File: src/rtl/gyro_lookup_arbiter.sv
// gyro_lookup_arbiter: round-robin arbiter that lets three gyro axes share
// one lookup table, then folds the signed result back into +/-WRAP_HALF.
module gyro_lookup_arbiter #(
    parameter int LOOKUP_LATENCY = 4,
    parameter int WRAP_PASSES    = 4,
    parameter int WRAP_HALF      = 1440,
    parameter int WRAP_FULL      = 2880
) (
    input  logic        clk,
    input  logic        reset_n,
    input  logic [2:0]  req,
    input  logic [31:0] req_data_x,
    input  logic [31:0] req_data_y,
    input  logic [31:0] req_data_z,
    output logic [2:0]  ack,
    output logic [31:0] result,
    output logic [31:0] lookup_input,
    input  logic [31:0] lookup_output,
    output logic        busy
);

    localparam int CMAX = (LOOKUP_LATENCY > WRAP_PASSES) ?
                          LOOKUP_LATENCY : WRAP_PASSES;
    localparam int CW = (CMAX > 1) ? $clog2(CMAX) : 1;
    localparam logic [CW-1:0] LAT_LAST  = CW'(LOOKUP_LATENCY - 1);
    localparam logic [CW-1:0] WRAP_LAST = CW'(WRAP_PASSES - 1);
    localparam logic signed [31:0] HALF = 32'(WRAP_HALF);
    localparam logic signed [31:0] FULL = 32'(WRAP_FULL);

    typedef enum logic [2:0] {
        IDLE,
        WAIT,
        SIGN,
        WRAP,
        RESP
    } state_t;

    state_t             state_q;
    state_t             state_d;
    logic [CW-1:0]      cnt_q;
    logic [1:0]         last_grant;
    logic [1:0]         chan_q;
    logic               sign_q;
    logic signed [31:0] temp_q;
    logic signed [31:0] wrapped;
    logic [1:0]         sel;
    logic [31:0]        sel_data;
    logic [31:0]        mag;

    // Search starts one past the last served channel.
    always_comb begin
        sel = 2'd0;
        unique case (last_grant)
            2'd0:    sel = req[1] ? 2'd1 : (req[2] ? 2'd2 : 2'd0);
            2'd1:    sel = req[2] ? 2'd2 : (req[0] ? 2'd0 : 2'd1);
            default: sel = req[0] ? 2'd0 : (req[1] ? 2'd1 : 2'd2);
        endcase
    end

    always_comb begin
        sel_data = req_data_z;
        unique case (sel)
            2'd0:    sel_data = req_data_x;
            2'd1:    sel_data = req_data_y;
            default: sel_data = req_data_z;
        endcase
        mag = sel_data[31] ? -sel_data : sel_data;
    end

    always_comb begin
        wrapped = temp_q;
        if (temp_q > HALF) begin
            wrapped = temp_q - FULL;
        end else if (temp_q < -HALF) begin
            wrapped = temp_q + FULL;
        end
    end

    always_ff @(posedge clk or negedge reset_n) begin
        if (!reset_n) begin
            state_q <= IDLE;
        end else begin
            state_q <= state_d;
        end
    end

    always_comb begin
        state_d = state_q;
        unique case (state_q)
            IDLE:    if (|req) state_d = WAIT;
            WAIT:    if (cnt_q == LAT_LAST) state_d = SIGN;
            SIGN:    state_d = WRAP;
            WRAP:    if (cnt_q == WRAP_LAST) state_d = RESP;
            RESP:    state_d = IDLE;
            default: state_d = IDLE;
        endcase
    end

    // ack/result are loaded on the last WRAP edge so they are live in RESP.
    always_ff @(posedge clk or negedge reset_n) begin
        if (!reset_n) begin
            ack          <= 3'b000;
            result       <= '0;
            lookup_input <= '0;
            cnt_q        <= '0;
            last_grant   <= 2'd2;
            chan_q       <= 2'd0;
            sign_q       <= 1'b0;
            temp_q       <= '0;
        end else begin
            ack <= 3'b000;
            unique case (state_q)
                IDLE: begin
                    if (|req) begin
                        chan_q       <= sel;
                        sign_q       <= sel_data[31];
                        lookup_input <= mag;
                        cnt_q        <= '0;
                    end
                end
                WAIT: begin
                    cnt_q <= (cnt_q == LAT_LAST) ? '0 : cnt_q + 1'b1;
                end
                SIGN: begin
                    temp_q <= sign_q ? -$signed(lookup_output)
                                     : $signed(lookup_output);
                    cnt_q  <= '0;
                end
                WRAP: begin
                    temp_q <= wrapped;
                    if (cnt_q == WRAP_LAST) begin
                        result <= wrapped;
                        ack    <= 3'b001 << chan_q;
                        cnt_q  <= '0;
                    end else begin
                        cnt_q <= cnt_q + 1'b1;
                    end
                end
                RESP: begin
                    last_grant <= chan_q;
                end
                default: begin
                    cnt_q <= '0;
                end
            endcase
        end
    end

    assign busy = (state_q != IDLE);

endmodule

File: config.mk
export PLATFORM = sky130hd
export DESIGN_NAME = gyro_lookup_arbiter
export DESIGN_NICKNAME = d
export VERILOG_FILES = /design/src/rtl/gyro_lookup_arbiter.sv
export SDC_FILE = /design/constraint.sdc
export NUM_CORES = 1
export LEC_CHECK = 0
export CORE_UTILIZATION = 35
export DETAILED_ROUTE_END_ITERATION = 10
export PLACE_DENSITY = 0.73
export SLEW_MARGIN = 20
export SYNTH_ARGS = -nofsm -noshare
export SYNTH_HDL_FRONTEND = slang
export SYNTH_SLANG_ARGS = --single-unit
File: constraint.sdc
create_clock -name clk -period 3.2 [get_ports clk]
set_clock_uncertainty 0.05 [all_clocks]
set_input_delay 0.64 -clock clk [delete_from_list [all_inputs] [get_ports clk]]
set_output_delay 0.64 -clock clk [all_outputs]
set_load 0.1 [all_outputs]
# Yosys cells after proc, flatten, opt, wreduce, memory -nomap -nowiden
# Index checks and enable logic that the tools add are counted.
op_classes:
  addsub: 5
  multipliers: 0
  n_div: 0
  magnitude_cmp: 2
  n_eq_ne: 10
  n_shift: 1
  mux: 22
  bitwise_logic: 1
  n_reduce_logical: 11
ops:
  columns: ["op", "count"]
  rows:
  - ["two-way mux 32 bit", 4]
  - ["case mux 32 bit (2 select lines)", 2]
  - ["negator 32 bit", 2]
  - ["adder 32 x 13 -> 32 bit (second input constant)", 1]
  - ["> comparator 32 x 12 -> 1 bit (second input constant)", 1]
  - ["less-than comparator 32 x 12 -> 1 bit (second input constant)", 1]
  - ["subtractor 32 x 13 -> 32 bit (second input constant)", 1]
  - ["two-way mux 3 bit", 5]
  - ["two-way mux 2 bit", 7]
  - ["case mux 3 bit (4 select lines)", 1]
  - ["equality test 3 x 2 -> 1 bit (second input constant)", 2]
  - ["!= test 2 bit (second input constant)", 3]
  - ["case mux 2 bit (3 select lines)", 1]
  - ["AND reduction 2 bit", 3]
  - ["equality test 2 x 1 -> 1 bit (second input constant)", 2]
  - ["zero test 2 bit", 2]
  - ["case mux 2 bit (2 select lines)", 1]
  - ["equality test 3 x 1 -> 1 bit (second input constant)", 1]
  - ["equality test 3 bit (second input constant)", 1]
  - ["zero test 3 bit", 1]
  - ["AND reduction 3 bit", 1]
  - ["nonzero test 3 bit", 1]
  - ["OR reduction 3 bit", 1]
  - ["left shift 1 x 2 -> 3 bit (first input constant)", 1]
  - ["other kinds (6)", 6]
word_totals:
  regBits: 109
  latch_bits: 0
  ramBits: 0
  mem_bits_ro: 0
  inputBits: 133
  mem_count: 0

# Longest topological paths before layout
logic_depth:
  word_depth: 7
  mapped_depth: 12
  mapped_depth_nobuf: 10

# Least setup slack after synthesis
# OpenSTA, ideal clock, no wires.
synth_path:
  path_kind: "input to register"
  start: "input port req[1]"
  end: "register lookup_input[30]"
  setup_ns: 0.072
  t_arrival_ns: 3.125
  setup_slack_ns: -0.048
  path_stages: 10
  n_path_buf: 3
  cell_sequence: "clkbuf_2 clkbuf_2 a22o_4 buf_6 a2111oi_1 nand4_1 nor4_4 and3_1 or4b_1 nand3_1"
synth_between:
  elab_chain_len: 7
  elab_cells_between_ends: 11
  classes_between: "add/sub (1); eq/ne (1); mux (6); reduce/logical (3)"
synth_rtl:
  columns: ["element", "line", "rtl"]
  rows:
  - ["start: declaration", "11", "input logic [2:0] req,"]
  - ["two-way mux 2 bit (2 in series)", "56", "default: sel = req[0] ? 2'd0 : (req[1] ? 2'd1 : 2'd2);"]
  - ["case mux 2 bit (2 select lines)", "53", "unique case (last_grant)"]
  - ["equality test 2 x 1 -> 1 bit / zero test 2 bit (equally long branches)", "62", "unique case (sel)"]
  - ["case mux 32 bit (2 select lines)", "62", null]
  - ["negator 32 bit", "67", "mag = sel_data[31] ? -sel_data : sel_data;"]
  - ["two-way mux 32 bit", "67", null]
  - ["end signal: assignment", "117", "lookup_input <= mag;"]
  - ["end: declaration", "17", "output logic [31:0] lookup_input,"]
# Several ways; a longest one is shown, not always the timed one.
# A chain may end at the register's enable or synchronous reset.

# Worst setup path after layout
layout_path:
  start: "input port lookup_output[0]"
  end: "register temp_q[24]"
layout_between:
  elab_chain_len: 3
layout_rtl:
  columns: ["element", "line", "rtl"]
  rows:
  - ["start: declaration", "18", "input logic [31:0] lookup_output,"]
  - ["negator 32 bit", "125", "temp_q <= sign_q ? -$signed(lookup_output)"]
  - ["two-way mux 32 bit", "125", null]
  - ["case mux 32 bit (2 select lines)", "112", "unique case (state_q)"]
  - ["end signal: assignment", "125", null]
  - ["end signal: assignment", "130", "temp_q <= wrapped;"]
  - ["end: declaration", "44", "logic signed [31:0] temp_q;"]
# No other way between the ends.

==> results_dict.tcl <==
set metrics [dict create \
    max_freq_mhz 322.2 \
    grt_max_degree 82 \
    root_buffer "clkbuf_16" \
    globalRouteMet1Util 0.2951 \
    reg2reg_from "temp_q[14]" \
    grt_pass1_wl_um 44720 \
    startpoint "lookup_output[0]" \
    synth.most_common_cell "nand2_1" \
    yosysSeqAreaShare 0.3337 \
    setup_slack_ns 0.09587 \
    pwr_density_cell_mw_per_mm2 1067 \
    synthCells 993 \
    drive_gt1_frac 0.2551 \
    synth_edf_count 0 \
    gp_congestion 0.9484 \
    cp_data_arrival_time_ns 3.35 \
    syn2layout_area_growth_pct 43.89 \
    status "completed" \
    grt_usage 0.2348 \
    drtIter0Drc 462 \
    finalNetCount 1417 \
    use_met3 0.04007 \
    dp_hpwl_um 22040 \
    required_ns 3.45 \
    antennaDiodeCount 0 \
    clock-sinks 109 \
    report.final.slew_viol_count 0 \
    hold_violations 0 \
    synthArstFlopShare 1.000 \
    io_pins 201 \
    wirelength_um 27740 \
    drc 0 \
    critPathMaxFanout 5 \
    worstHoldPathType "primary input to async pin" \
    synth_common_cells "141 x nand2_1, 108 x dfrtp_1, 82 x o21ai_0" \
    start_util 0.3590 \
    netlist.area_leader.share 0.3305 \
    dpl_worst_slack_ns -0.7196 \
    hold_buffers 0 \
    max_cap_violations 0 \
    die_h_um 154.8 \
    viasPerCell 5.434 \
    worstSkewPairLatency_ns 0.37 \
    die_area_sq_mm 0.02398 \
    grt_overflow 0 \
    cp-start-kind "primary input" \
    path_class "primary input to register" \
    finalSetupTns_ns 0 \
    ys_ff_latch 109 \
    fin_crit_sh 0.9700 \
    setup_viol 0 \
    grt_pass1_vias 8530 \
    slew_headroom 0.4412 \
    cts_inserted_buffers 9 \
    rows 55 \
    end_kind "register" \
    leakage_nw 5.014 \
    cts.path.max_buffers 2 \
    cts.clk_slew.worst_paths_ns 0.08 \
    antenna_found_initial 0 \
    vias 8667 \
    synth_top_cell_by_area "dfrtp_1" \
    routedWlPerCell_um 17.39 \
    ys_types 80 \
    synth_flop_cell "dfrtp_1" \
    ys_warn_count 0 \
    syn-num-nets 1133 \
    final_antenna_net_count 0 \
    met2_usage 0.4010 \
    yosys-top-cells-area "dfrtp_1 33%, nand2_1 6.5%, o21ai_0 5.0%" \
    first_pass_iters 5 \
    worst_pin_slew_ns 0.8382 \
    port_buffers 200 \
    syn_avg_cell_area_sq_um 8.234 \
    netlist_area_sq_mm 0.008177 \
    cts_tree "done" \
    coreArea_sq_mm 0.02278 \
    vdd_drop_max_mv 0.4526 \
    h-tree-depth 3 \
    die_x_um 154.8 \
    fin_crit_ns 3.104 \
    globalRoute.busiestLayer "met2" \
]
-- cell type report --
class                      instances  area (sq um)
fill                            2177         11010
inverter                          22         82.58
multi-input combinational        777          5220
clock inverter                     7         78.83
clock buffer                       9         225.2
sequential                       109          2729
timing repair buffer             358          3038
tap                              313         391.6
-- critical path, stage by stage --
cell and delay (ns):
clkdlybuf4s50_1 0.42, inv_1 0.08, ha_1 0.17, or4b_2 0.62, nand2b_1 0.25, nor3_1 0.24, nand2_1 0.23, o31ai_1 0.31
xnor2_1 0.17, o22ai_1 0.09, a21oi_1 0.14
-- layout by cell type, fill, tap and decap left out, types with 5 or more instances in the layout --
| cell | instances |
|---|---|
| a2111oi_2 | 6 |
| a2111oi_4 | 7 |
| a21boi_0 | 5 |
| a21oi_1 | 68 |
| a21oi_2 | 5 |
| a221oi_1 | 5 |
| a222oi_1 | 8 |
| a22oi_1 | 5 |
| a31oi_1 | 25 |
| and2_1 | 8 |
| and3_1 | 19 |
| buf_4 | 222 |
| clkbuf_16 | 9 |
| clkdlybuf4s50_1 | 124 |
| dfrtp_1 | 108 |
| ha_1 | 7 |
| inv_1 | 21 |
| mux2_2 | 11 |
| mux2i_1 | 21 |
| nand2_1 | 141 |
| nand2b_1 | 20 |
| nand3_1 | 23 |
| nand4_1 | 15 |
| nor2_1 | 34 |
| nor3_1 | 12 |
| nor3b_1 | 6 |
| nor4_1 | 6 |
| o21ai_0 | 80 |
| o22ai_1 | 24 |
| o31ai_1 | 14 |
| or3_1 | 8 |
| or3b_2 | 11 |
| or4_1 | 6 |
| or4b_2 | 9 |
| xnor2_1 | 40 |
| xor2_1 | 37 |
-- per-stage QoR --
step | area [sq um] | instances | hold WS, ns | util | power, mW
2_1_floorplan | 8205 | 993 | 0.2944 | - | 8.650
3_3_place_gp | 11280 | 1577 | 0.4096 | 0.4952 | 11.15
3_5_place_dp | 11280 | 1577 | 0.4209 | 0.4952 | 11.28
4_1_cts | 11660 | 1593 | 0.1524 | 0.5118 | 12.50
5_1_grt | 11770 | 1595 | 0.1693 | 0.5165 | 13.36
6_report | 11770 | 1595 | 0.1397 | 0.5165 | 12.56
-- kinds of logic (layout without fill, tap and decap cells) --
group,Yosys count,in the layout,synth area share
compound gates,305,305,0.2455
xor+xnor,77,77,0.08248
fa+ha+maj,7,7,0.01071
buf+inv,107,396,0.05402
flops,109,109,0.3337
mux,33,33,0.04208
simple gates,355,355,0.2315
-- power breakdown --
group / switching (mW) / internal [mW] / total (mW)
combinational: 5.75 / 3.01 / 8.76
sequential: 0.651 / 2.00 / 2.65
clock: 0.588 / 0.555 / 1.14
-- layer usage --
metal,vias up,part of all wire
met4,0,0.032
met2,387,0.48
met1,4003,0.42
met3,53,0.070
li1,4224,-
met5,-,0
-- repair_timing --
action | CTS | global route
setup endpoints to repair | 26 | 28
pin swaps | 7 | 11
setup buffers | 0 | 2
resized for setup | 30 | 21
-- state kept, by name, summed over array words and instances, names as in the netlist --
signal	flops
state_q	3
result	32
cnt_q	2
chan_q	2
ack	3
last_grant	2
sign_q	1
temp_q	32
lookup_input	32
-- worst paths after layout --
check	to	slack [ns]	cells past startpoint
worst max register to register	temp_q[24]	0.17	9
worst min register to register	result[12]	0.43	2
worst min-delay path	result[10]	0.14	1
worst max-delay path	temp_q[24]	0.1	11
max in group asynchronous	last_grant[1]	2.17	2
min in group clk	result[12]	0.43	2
Note: power is estimated with default switching activity, not from simulation.
